==> src/rtl/hazard_pkg.sv <==
// rtl/hazard_pkg.sv - shared types, constants and register-match helper for the hazard unit
package hazard_pkg;

  localparam int REG_ADDR_W = 5;
  localparam logic [REG_ADDR_W-1:0] REG_ZERO = '0;

  typedef enum logic [0:0] {IDLE, MDU_WAIT} hazard_state_e;

  // x0 and sources the instruction does not read can never create a dependency
  function automatic logic src_hits(input logic [REG_ADDR_W-1:0] src,
                                    input logic                  used,
                                    input logic [REG_ADDR_W-1:0] rd);
    return used && (src != REG_ZERO) && (src == rd);
  endfunction

endpackage

==> src/rtl/hazard_detect.sv <==
// rtl/hazard_detect.sv - combinational load-use and branch-dependency detection for the ID stage
module hazard_detect
  import hazard_pkg::*;
(
  input  logic [REG_ADDR_W-1:0] rs1_address_id_i,
  input  logic                  rs1_used_id_i,
  input  logic [REG_ADDR_W-1:0] rs2_address_id_i,
  input  logic                  rs2_used_id_i,
  input  logic [REG_ADDR_W-1:0] rs3_address_id_i,
  input  logic                  rs3_used_id_i,
  input  logic                  branch_id_i,
  input  logic                  rd_we_ex_i,
  input  logic                  mem_to_reg_ex_i,
  input  logic [REG_ADDR_W-1:0] rd_address_ex_i,
  input  logic                  rd_we_mem_i,
  input  logic                  mem_to_reg_mem_i,
  input  logic [REG_ADDR_W-1:0] rd_address_mem_i,
  output logic                  stall_o
);

  logic rs1_ex, rs2_ex, rs3_ex;
  logic rs1_mem, rs2_mem;
  logic load_use, branch_ex, branch_mem;

  assign rs1_ex  = src_hits(rs1_address_id_i, rs1_used_id_i, rd_address_ex_i);
  assign rs2_ex  = src_hits(rs2_address_id_i, rs2_used_id_i, rd_address_ex_i);
  assign rs3_ex  = src_hits(rs3_address_id_i, rs3_used_id_i, rd_address_ex_i);
  assign rs1_mem = src_hits(rs1_address_id_i, rs1_used_id_i, rd_address_mem_i);
  assign rs2_mem = src_hits(rs2_address_id_i, rs2_used_id_i, rd_address_mem_i);

  assign load_use = mem_to_reg_ex_i & rd_we_ex_i & (rs1_ex | rs2_ex | rs3_ex);

  // Branches compare in ID, so any EX result and any load still in MEM is too late to forward
  assign branch_ex  = branch_id_i & rd_we_ex_i & (rs1_ex | rs2_ex);
  assign branch_mem = branch_id_i & mem_to_reg_mem_i & rd_we_mem_i & (rs1_mem | rs2_mem);

  assign stall_o = load_use | branch_ex | branch_mem;

endmodule

==> src/rtl/hazard_unit.sv <==
// rtl/hazard_unit.sv - stall/flush FSM with MDU watchdog; HAZARD_PERF_CNT_EN adds a stall-cycle counter
module hazard_unit
  import hazard_pkg::*;
#(
  parameter int unsigned MDU_MAX_CYCLES = 34,
  parameter int unsigned CNT_W          = 32
) (
  input  logic                  clk,
  input  logic                  rst,
  input  logic [REG_ADDR_W-1:0] rs1_address_id_i,
  input  logic                  rs1_used_id_i,
  input  logic [REG_ADDR_W-1:0] rs2_address_id_i,
  input  logic                  rs2_used_id_i,
  input  logic [REG_ADDR_W-1:0] rs3_address_id_i,
  input  logic                  rs3_used_id_i,
  input  logic                  branch_id_i,
  input  logic                  rd_we_ex_i,
  input  logic                  mem_to_reg_ex_i,
  input  logic [REG_ADDR_W-1:0] rd_address_ex_i,
  input  logic                  rd_we_mem_i,
  input  logic                  mem_to_reg_mem_i,
  input  logic [REG_ADDR_W-1:0] rd_address_mem_i,
  input  logic                  pc_redirect_i,
  input  logic                  mdu_start_ex_i,
  input  logic                  mdu_done_i,
  output logic                  pc_en_o,
  output logic                  if_id_en_o,
  output logic                  id_ex_en_o,
  output logic                  if_id_flush_o,
  output logic                  id_ex_flush_o,
  output logic                  ex_mem_flush_o,
  output logic                  mdu_timeout_o,
  output logic [CNT_W-1:0]      stall_cycles_o
);

  localparam int unsigned WDOG_W = $clog2(MDU_MAX_CYCLES + 1);

  hazard_state_e     state_q, state_d;
  logic [WDOG_W-1:0] wdog_q, wdog_d;
  logic              timeout_q, timeout_d;
  logic              hazard_stall;
  logic              wdog_expire;
  logic              pc_en, if_id_en, id_ex_en;
  logic              if_id_flush, id_ex_flush, ex_mem_flush;

  hazard_detect u_detect (
    .rs1_address_id_i (rs1_address_id_i),
    .rs1_used_id_i    (rs1_used_id_i),
    .rs2_address_id_i (rs2_address_id_i),
    .rs2_used_id_i    (rs2_used_id_i),
    .rs3_address_id_i (rs3_address_id_i),
    .rs3_used_id_i    (rs3_used_id_i),
    .branch_id_i      (branch_id_i),
    .rd_we_ex_i       (rd_we_ex_i),
    .mem_to_reg_ex_i  (mem_to_reg_ex_i),
    .rd_address_ex_i  (rd_address_ex_i),
    .rd_we_mem_i      (rd_we_mem_i),
    .mem_to_reg_mem_i (mem_to_reg_mem_i),
    .rd_address_mem_i (rd_address_mem_i),
    .stall_o          (hazard_stall)
  );

  always_comb begin
    state_d      = state_q;
    wdog_d       = wdog_q;
    timeout_d    = timeout_q;
    wdog_expire  = 1'b0;
    pc_en        = 1'b1;
    if_id_en     = 1'b1;
    id_ex_en     = 1'b1;
    if_id_flush  = 1'b0;
    id_ex_flush  = 1'b0;
    ex_mem_flush = 1'b0;
    case (state_q)
      IDLE: begin
        // A stalled ID instruction will see the redirect again once it is released
        if (hazard_stall) begin
          pc_en       = 1'b0;
          if_id_en    = 1'b0;
          id_ex_flush = 1'b1;
        end else if (pc_redirect_i) begin
          if_id_flush = 1'b1;
        end
        if (mdu_start_ex_i) begin
          state_d = MDU_WAIT;
          wdog_d  = WDOG_W'(1);
        end
      end
      MDU_WAIT: begin
        wdog_d = wdog_q + WDOG_W'(1);
        if (mdu_done_i) begin
          state_d = IDLE;
          wdog_d  = '0;
        end else if (wdog_q == WDOG_W'(MDU_MAX_CYCLES)) begin
          wdog_expire = 1'b1;
          timeout_d   = 1'b1;
          state_d     = IDLE;
          wdog_d      = '0;
        end else begin
          pc_en        = 1'b0;
          if_id_en     = 1'b0;
          id_ex_en     = 1'b0;
          ex_mem_flush = 1'b1;
        end
      end
      default: begin
        state_d = IDLE;
        wdog_d  = '0;
      end
    endcase
  end

  always_ff @(posedge clk or negedge rst) begin
    if (!rst) begin
      state_q   <= IDLE;
      wdog_q    <= '0;
      timeout_q <= 1'b0;
    end else begin
      state_q   <= state_d;
      wdog_q    <= wdog_d;
      timeout_q <= timeout_d;
    end
  end

  // Reset forces the freeze-and-bubble pattern on the outputs without waiting for a clock
  assign pc_en_o        = rst & pc_en;
  assign if_id_en_o     = rst & if_id_en;
  assign id_ex_en_o     = rst & id_ex_en;
  assign if_id_flush_o  = ~rst | if_id_flush;
  assign id_ex_flush_o  = ~rst | id_ex_flush;
  assign ex_mem_flush_o = ~rst | ex_mem_flush;
  assign mdu_timeout_o  = rst & (timeout_q | wdog_expire);

`ifdef HAZARD_PERF_CNT_EN
  logic [CNT_W-1:0] stall_cnt_q, stall_cnt_d;

  always_comb begin
    stall_cnt_d = stall_cnt_q;
    if (!pc_en && !(&stall_cnt_q)) begin
      stall_cnt_d = stall_cnt_q + CNT_W'(1);
    end
  end

  always_ff @(posedge clk or negedge rst) begin
    if (!rst) begin
      stall_cnt_q <= '0;
    end else begin
      stall_cnt_q <= stall_cnt_d;
    end
  end

  assign stall_cycles_o = stall_cnt_q;
`else
  assign stall_cycles_o = '0;
`endif

endmodule

==> config.mk <==
export PLATFORM = sky130hd
export DESIGN_NAME = hazard_unit
export DESIGN_NICKNAME = d
export VERILOG_FILES = /design/src/rtl/hazard_pkg.sv /design/src/rtl/hazard_detect.sv /design/src/rtl/hazard_unit.sv
export SDC_FILE = /design/constraint.sdc
export NUM_CORES = 1
export LEC_CHECK = 0
export CORE_UTILIZATION = 60
export CTS_CLUSTER_DIAMETER = 150
export DETAILED_ROUTE_END_ITERATION = 10
export DONT_BUFFER_PORTS = 1
export PLACE_DENSITY = 0.79
export SLEW_MARGIN = 20
export SYNTH_ARGS = -nofsm -noshare
export SYNTH_HDL_FRONTEND = slang
export SYNTH_SLANG_ARGS = --single-unit
export TNS_END_PERCENT = 5
==> constraint.sdc <==
create_clock -name clk -period 3.2 [get_ports clk]
set_clock_uncertainty 0.05 [all_clocks]
set_input_delay 0.64 -clock clk [delete_from_list [all_inputs] [get_ports clk]]
set_output_delay 0.64 -clock clk [all_outputs]
set_load 0.005 [all_outputs]
==> results of run 1 <==
==> worst max-delay path by stage <==
stage,slack (ns),depth (start not counted),to
after floorplan,0.54,6,pc_en_o
after global placement,0.59,6,pc_en_o
after detailed placement,0.54,6,pc_en_o
after CTS,0.54,6,pc_en_o
after global routing,0.30,8,pc_en_o
final,0.54,6,pc_en_o
==> cell families after synthesis <==
family	Yosys count	synth area share (%)
XOR/XNOR	24	19.7
other	1	0.352
adder cells (fa/ha/maj)	2	2.35
buffers and inverters	40	25.9
flip-flops	8	18.8
AO/OA/AOI/OAI	24	15.9
AND/OR/NAND/NOR	34	17.0
==> synthesized netlist by cell type (all sizes together) <==
cell / instances
nor2: 5
ha: 2
a21o: 1
o22ai: 2
nor3: 1
a31oi: 2
xor2: 11
o31ai: 2
conb: 1
dfrtp: 8
or4: 6
a21oi: 1
nor4: 2
nand4: 1
nand3: 8
xnor2: 13
a211o: 1
or2: 1
o41ai: 4
buf: 34
a211oi: 2
inv: 6
nand2: 6
nor2b: 2
o21ai: 9
and2: 1
and3: 1
==> sequential cells by signal, indices dropped and copies added, names as in the netlist <==
| signal | count |
|---|---|
| state_q | 1 |
| wdog_q | 6 |
| timeout_q | 1 |
==> per-layer routing <==
| layer | track usage, % | vias up |
|---|---|---|
| li1 | - | 405 |
| met1 | 28.9 | 386 |
| met2 | 31.2 | 66 |
| met3 | 7.35 | 2 |
| met4 | 5.45 | 0 |
| met5 | 0 | - |
==> power by group through the flow <==
stage                     Combinational, mW  Sequential [mW]  Clock [mW]
after global routing                 0.0903            0.125      0.0847
after floorplan                      0.0949            0.121           0
after detailed placement             0.0759            0.125           0
after CTS                            0.0763            0.123      0.0792
final                                0.0767            0.124      0.0760
after global placement               0.0732            0.124           0
==> layout make-up <==
cell class / count / area, µm² / share of cell area, %
multi-input cells: 116 / 706 / 71.6
flip-flops and latches: 8 / 200 / 20.3
clock buffers: 3 / 22.5 / 2.28
inverters: 6 / 22.5 / 2.28
well taps: 16 / 20.0 / 2.03
repair buffers: 2 / 15.0 / 1.52
==> worst max-delay path, delay by kind of cell <==
kind                   cells  cell delay (ns)
AND/OR/NAND/NOR            3             0.79
AO/OA/AOI/OAI              2             0.37
buffers and inverters      1             0.16
==> per-stage QoR <==
stage,cells,setup slack (ns)
global placement,148,0.586
floorplan,164,0.542
CTS,151,0.544
detailed placement,148,0.544
finish,151,0.537
global route,151,0.298
==> results.md, run 1 <==
* Int Power at around 190 µW
* Vias in the first global route at just over 700
* Critical Path Start: rs2_address_id_i[0]
* Routed wl met2 at 932 µm
* Crit path DAT at just under 2 ns
* Lkg Pwr at roughly 0.46 nW
* IR Drop Worst-Case VDD at ~0.00023 V
* Reg2reg start: wdog_q[0]$_DFFE_PN0P_
* CTS Hold Bufs at 0
* Worst hold path type: in2async
* Clock group share of total power at between 20% and 30%
* Fillers at 129
* Total gr overflow at 0
* CP Launch Type: input pin
* Reg2reg path depth at 8
* Chip width at 44.1 µm
* Flop pwr share at between 40% and 50%
* DRT iter0 DRCs at 32
* Synthesized area per cell at approximately 8.0 µm²
* Final setup violating endpoints at 0
* Via count at 859
* H-tree Lvls at 1
* Total wire length at 1.96 mm
* Post-synth top area share at around a quarter
* Initial Utilization at 67.5%
* Fin Setup TNS at 0 ns
* First-pass GRT wire length at between 3 and 4 mm
* Boundary Pins at 77
* Commonest non-fill, non-tap cells in the layout: 32 x conb_1, 13 x xnor2_1, 11 x xor2_1
* Core Util, Final at a little over three fifths
* Post-Layout Inst Area at 986 µm²
* Max Clock Freq at around 380 MHz
* Port bufs at 0
* Post-DP HPWL at around 1.6 mm
* Top post-synthesis cells by area: buf_4 23%, dfrtp_1 19%, xnor2_1 11%
* CTS buffer count at 3
* Remaining DRCs at 5
* Clock root cell: clkbuf_4
* Final GP Congestion at 0.785
* Placed instance area at between 900 and 1000 µm²
* Ys Warns at 0
* CTS tree: done
* Status: finished with violations
* Fin crit share at approximately 83%
* Share of the yosys chip area belonging to registers at a little under a fifth
* Layout Nets at around 180
* Crit-path max cell delay at a little over 0.5 ns
* Unique masters post-synth at 31
* Worst-Skew Late Latency at between 0.2 and 0.3 ns
* Total chip power at about 280 µW
* Post-Syn Instances at ~130
* R2R setup slack at between 1.5 and 2 ns
* Fraction of layout instances using a drive strength above 1 at between 5 and 6%
* Crit path cell chain: or4_1, o21ai_1, or4_1, nand3_1, a211oi_1, buf_4
* Switching Fraction at 31.6%
* Most used cell, CP: or4_1
* Most common cell after layout, fill and taps aside: conb_1
* Total global-route track usage at roughly a fifth
* Max-cap violations at 0
* DR top layer: met4
* Largest net degree at the start of global routing at 13
* Remaining antenna violation count at 0
* Final hold violations at 0
* Tmin final at about 2.7 ns
* WL met1 at approximately 800 µm
* DR pass1 iterations at 8
* Slew Limit Fails at 0
* PD cells at around 280 nW/µm²
* Sink Count at 8
* Violated checks: design-rule violations
* Combinational power share at 27.8%
* Die Y-Extent at ~44 µm
* Initial antenna violation count at 0
* Post-CTS Setup Repair Bufs at 0
* Post-CTS Resized at 0
* Leading area contributor after synthesis: buf_4
* Yosys reg bits at 8
* Area Overhead vs Synth at -7.40%
* CP max FO at 3
* WL per Instance at 13.0 µm
* Core ar. at 1580 µm²
* Critical path type: in2out
* Net Sw Power at roughly 90 µW
* Met3 routed WL at ~220 µm
* Num rows at 14
* Diode count at 0
* Crit. End Element: output pin
* Clk pin slew, worst setup/hold paths at 0.05 ns
* RSZ-0062 raised after global routing: no
* Critical path required time at between 2 and 3 ns
* Synthesized area at around 1100 µm²
* CP max-delay cell: or4_1
* CTS max path bufs at 2
* Overall die area at around 2000 µm²
* Worst hold margin at about 0.029 ns
* Vias per cell at about 5.7
* Reg2reg end: wdog_q[4]$_DFFE_PN0P_
No activity file was read; power rests on OpenSTA's default activity.
==> inputs of run 2 (changes only) <==
- ABC_AREA: unset -> 1
- clock period: 3.2 -> 2.62 ns (I/O delays scaled with it)
==> results.md, run 2 <==
* Status: finished clean
* Synth cell count leaders: 52 x nand2_1, 33 x buf_4, 26 x inv_1
* Largest net degree at the start of global routing at 9 (-4)
* Commonest non-fill, non-tap cells in the layout: 52 x nand2_1, 32 x conb_1, 26 x inv_1
* Register area at 200 µm² (unchanged)
* CP bufs+invs at 3 (+2)
* Largest register FFs at 6 (unchanged)
* Clock group share of total power at 27.1% (-0.4 points)
* Leading area contributor after synthesis: buf_4
* Post-Syn Instances at 193 (+45%)
* Overall die area at 2170 µm² (+12%)
* Total wire length at 2.33 mm (+19%)
* Layout Nets at 237 (+34%)
* Fillers at 164 (+27%)
* CTS tree: done
* Final setup violating endpoints at 0 (unchanged)
* PnR worst setup slack at 0.516 ns (-0.0204 ns)
* Tmin final at 2.10 ns
* Top reg by flops: wdog_q
* CTS buffer count at 3 (unchanged)
* Fraction of layout instances using a drive strength above 1 at 6.67% (+0.74 points)
* Fin Setup TNS at 0 ns (unchanged)
* Top flop regs: wdog_q: 6 flops, state_q: 1 flops, timeout_q: 1 flops
* Top post-synthesis cells by area: buf_4 21%, dfrtp_1 17%, nand2_1 16%
* First-pass GRT wire length at 3.69 mm (+20%)
* Final GP Congestion at 0.852 (+8.5%)
* Dominant synthesized flop cell: dfrtp_1
* Clk pin slew, worst setup/hold paths at 0.06 ns (about the same)
* Lkg Pwr at 0.664 nW (+46%)
* Die Y-Extent at 46.6 µm (+5.7%)
* PD cells at 309 nW/µm² (+10%)
* Crit. End Element: output pin
* Crit-path max cell delay at 0.42 ns (-0.09 ns)
* Area Overhead vs Synth at -5.65%
* Asr flop ratio synth at 100% (unchanged)
* Core Util, Final at 62.6% (about the same)
* Diode count at 0 (unchanged)
* Most frequent cell after synthesis: nand2_1
* Core ar. at 1800 µm² (+14%)
* Most common cell after layout, fill and taps aside: nand2_1
* DRT iter0 DRCs at 16 (-50%)
* Initial antenna violation count at 0 (unchanged)
* Max-cap violations at 0 (unchanged)
* Post-synth top area share at 20.7% (-2.5 points)
* Flop pwr share at 41.4% (-3.4 points)
* Critical path required time at 2.05 ns (-0.46 ns)
* Dpl ws at 0.743 ns (+0.199 ns)
* Clock root cell: clkbuf_4
* Worst-Skew Late Latency at 0.26 ns (about the same)
* Cell family with most CP delay: flip-flops
* IR Drop Worst-Case VDD at 0.000142 V (-38%)
* Critical path type: reg2out
* CP max-delay cell: dfrtp_1
* Share of the yosys chip area belonging to registers at 16.8% (-2.0 points)
* Port bufs at 0 (unchanged)
* Sink Count at 8 (unchanged)
* Total gr overflow at 0 (unchanged)
* Unique masters post-synth at 27 (-13%)
* Crit path DAT at 1.53 ns (-0.44 ns)
* Via count at 1067 (+24%)
* Crit path cell chain: inv_1, ha_1, nand3_1, nand3_2, inv_2, nor2_2, inv_1, a21oi_2
* Post-DP HPWL at 1.98 mm (+21%)
* CP Launch Type: register
* Total global-route track usage at 23.9% (+2.9 points)
* Most used cell, CP: inv_1
* Remaining DRCs at 0 (-5)
* Max Clock Freq at roughly 480 MHz
* Num rows at 15 (+1)
* WL per Instance at 10.6 µm (-19%)
* H-tree Lvls at 1 (unchanged)
* Final hold violations at 0 (unchanged)
* Post-CTS Setup Repair Bufs at 0 (unchanged)
* Initial Utilization at 66.3% (-1.2 points)
* Vias in the first global route at 914 (+26%)
* Boundary Pins at 77 (unchanged)
* Yosys reg bits at 8 (unchanged)
* Remaining antenna violation count at 0 (unchanged)
* Switching Fraction at 35.0% (+3.4 points)
* Area occupied by multi-input gates at 754 µm² (+6.9%)
* DR pass1 iterations at 4 (-4)
* RSZ-0062 raised after global routing: no
* CTS max path bufs at 2 (unchanged)
* CP max FO at 5 (+2)
* Vias per cell at 4.85 (-15%)
* Int Power at 227 µW (+20%)
* Synthesized area per cell at 6.19 µm² (-23%)
* Fin crit share at 80.3%
* Total chip power at 348 µW (+26%)
* Ys Warns at 0 (unchanged)
* Worst hold margin at 0.347 ns (+0.318 ns)
* Slew Limit Fails at 0 (unchanged)
* Chip width at 46.6 µm (+5.7%)
* Net Sw Power at 122 µW (+40%)
* Synthesized area at 1190 µm² (+12%)
* Worst hold path type: in2reg
* EDFF count, synth at 0 (unchanged)
* Combinational power share at 31.5% (+3.7 points)
run 2: changes by cell type after synthesis, moves of 3 or more:
| cell | previous run | this run |
|---|---|---|
| inv_1 | 6 | 26 |
| nand2_1 | 6 | 52 |
| nand3_1 | 8 | 5 |
| nand4_1 | 1 | 4 |
| nor2_1 | 5 | 21 |
| o21ai_0 | 7 | 3 |
| o41ai_1 | 3 | 0 |
| or4_1 | 6 | 0 |
| xnor2_1 | 13 | 3 |
run 2: layer usage:
| layer | GRT usage (%) | share of wire, % | wire length, µm | vias to the layer above |
|---|---|---|---|---|
| li1 | - | - | - | 525 |
| met5 | 0 | 0 | 0 | - |
| met4 | 10.9 | 3.1 | 72 | 0 |
| met2 | 41.4 | 46 | 1070 | 84 |
| met3 | 4.71 | 12 | 270 | 9 |
| met1 | 27.8 | 39 | 913 | 449 |
run 2: logic make-up after synthesis:
kind of cell | after synthesis | share of synthesized area (%)
other cells | 1 | 0.314
xor+xnor | 15 | 11.0
simple gates | 96 | 35.7
fa+ha+maj | 2 | 2.09
buf+inv | 62 | 29.8
compound gates | 9 | 4.29
flops | 8 | 16.8
run 2: area by class of cell:
class | instances | area share, %
sequential | 8 | 17.8
clock buffer | 3 | 2.00
tap | 25 | 2.77
inverter | 29 | 9.66
multi-input combinational | 154 | 66.9
timing repair buffer | 1 | 0.888
run 2: worst paths after layout:
| kind | start | end | slack [ns] | cells after the start |
|---|---|---|---|---|
| worst max-delay path | wdog_q[0]$_DFFE_PN0P_ | pc_en_o | 0.52 | 8 |
| worst min register to register | timeout_q$_DFFE_PN0P_ | timeout_q$_DFFE_PN0P_ | 0.41 | 2 |
| worst max register to register | wdog_q[0]$_DFFE_PN0P_ | wdog_q[2]$_DFFE_PN0P_ | 1.24 | 7 |
| worst min-delay path | mdu_start_ex_i | state_q$_DFF_PN0_ | 0.35 | 2 |
| min in group asynchronous | rst | wdog_q[4]$_DFFE_PN0P_ | 0.56 | 1 |
| max in group asynchronous | rst | wdog_q[3]$_DFFE_PN0P_ | 1.68 | 1 |
run 2: what timing repair did:
action	CTS	global route
gates resized for setup	0	0
endpoints found under the hold margin	8	0
endpoints found under the setup margin	0	0
hold buffers	1	0
run 2: through the flow:
stage	area, µm²	cells
after floorplan	1310	224
after global placement	1090	216
after detailed placement	1090	216
after CTS	1130	220
after global routing	1130	220
final	1130	220
run 2: power by group through the flow:
stage / Sequential (mW) / Clock, mW / Combinational, mW
3_5_place_dp: 0.146 / 0 / 0.105
4_1_cts: 0.144 / 0.0973 / 0.109
3_3_place_gp: 0.146 / 0 / 0.101
2_1_floorplan: 0.143 / 0 / 0.128
5_1_grt: 0.146 / 0.104 / 0.131
6_report: 0.144 / 0.0943 / 0.110
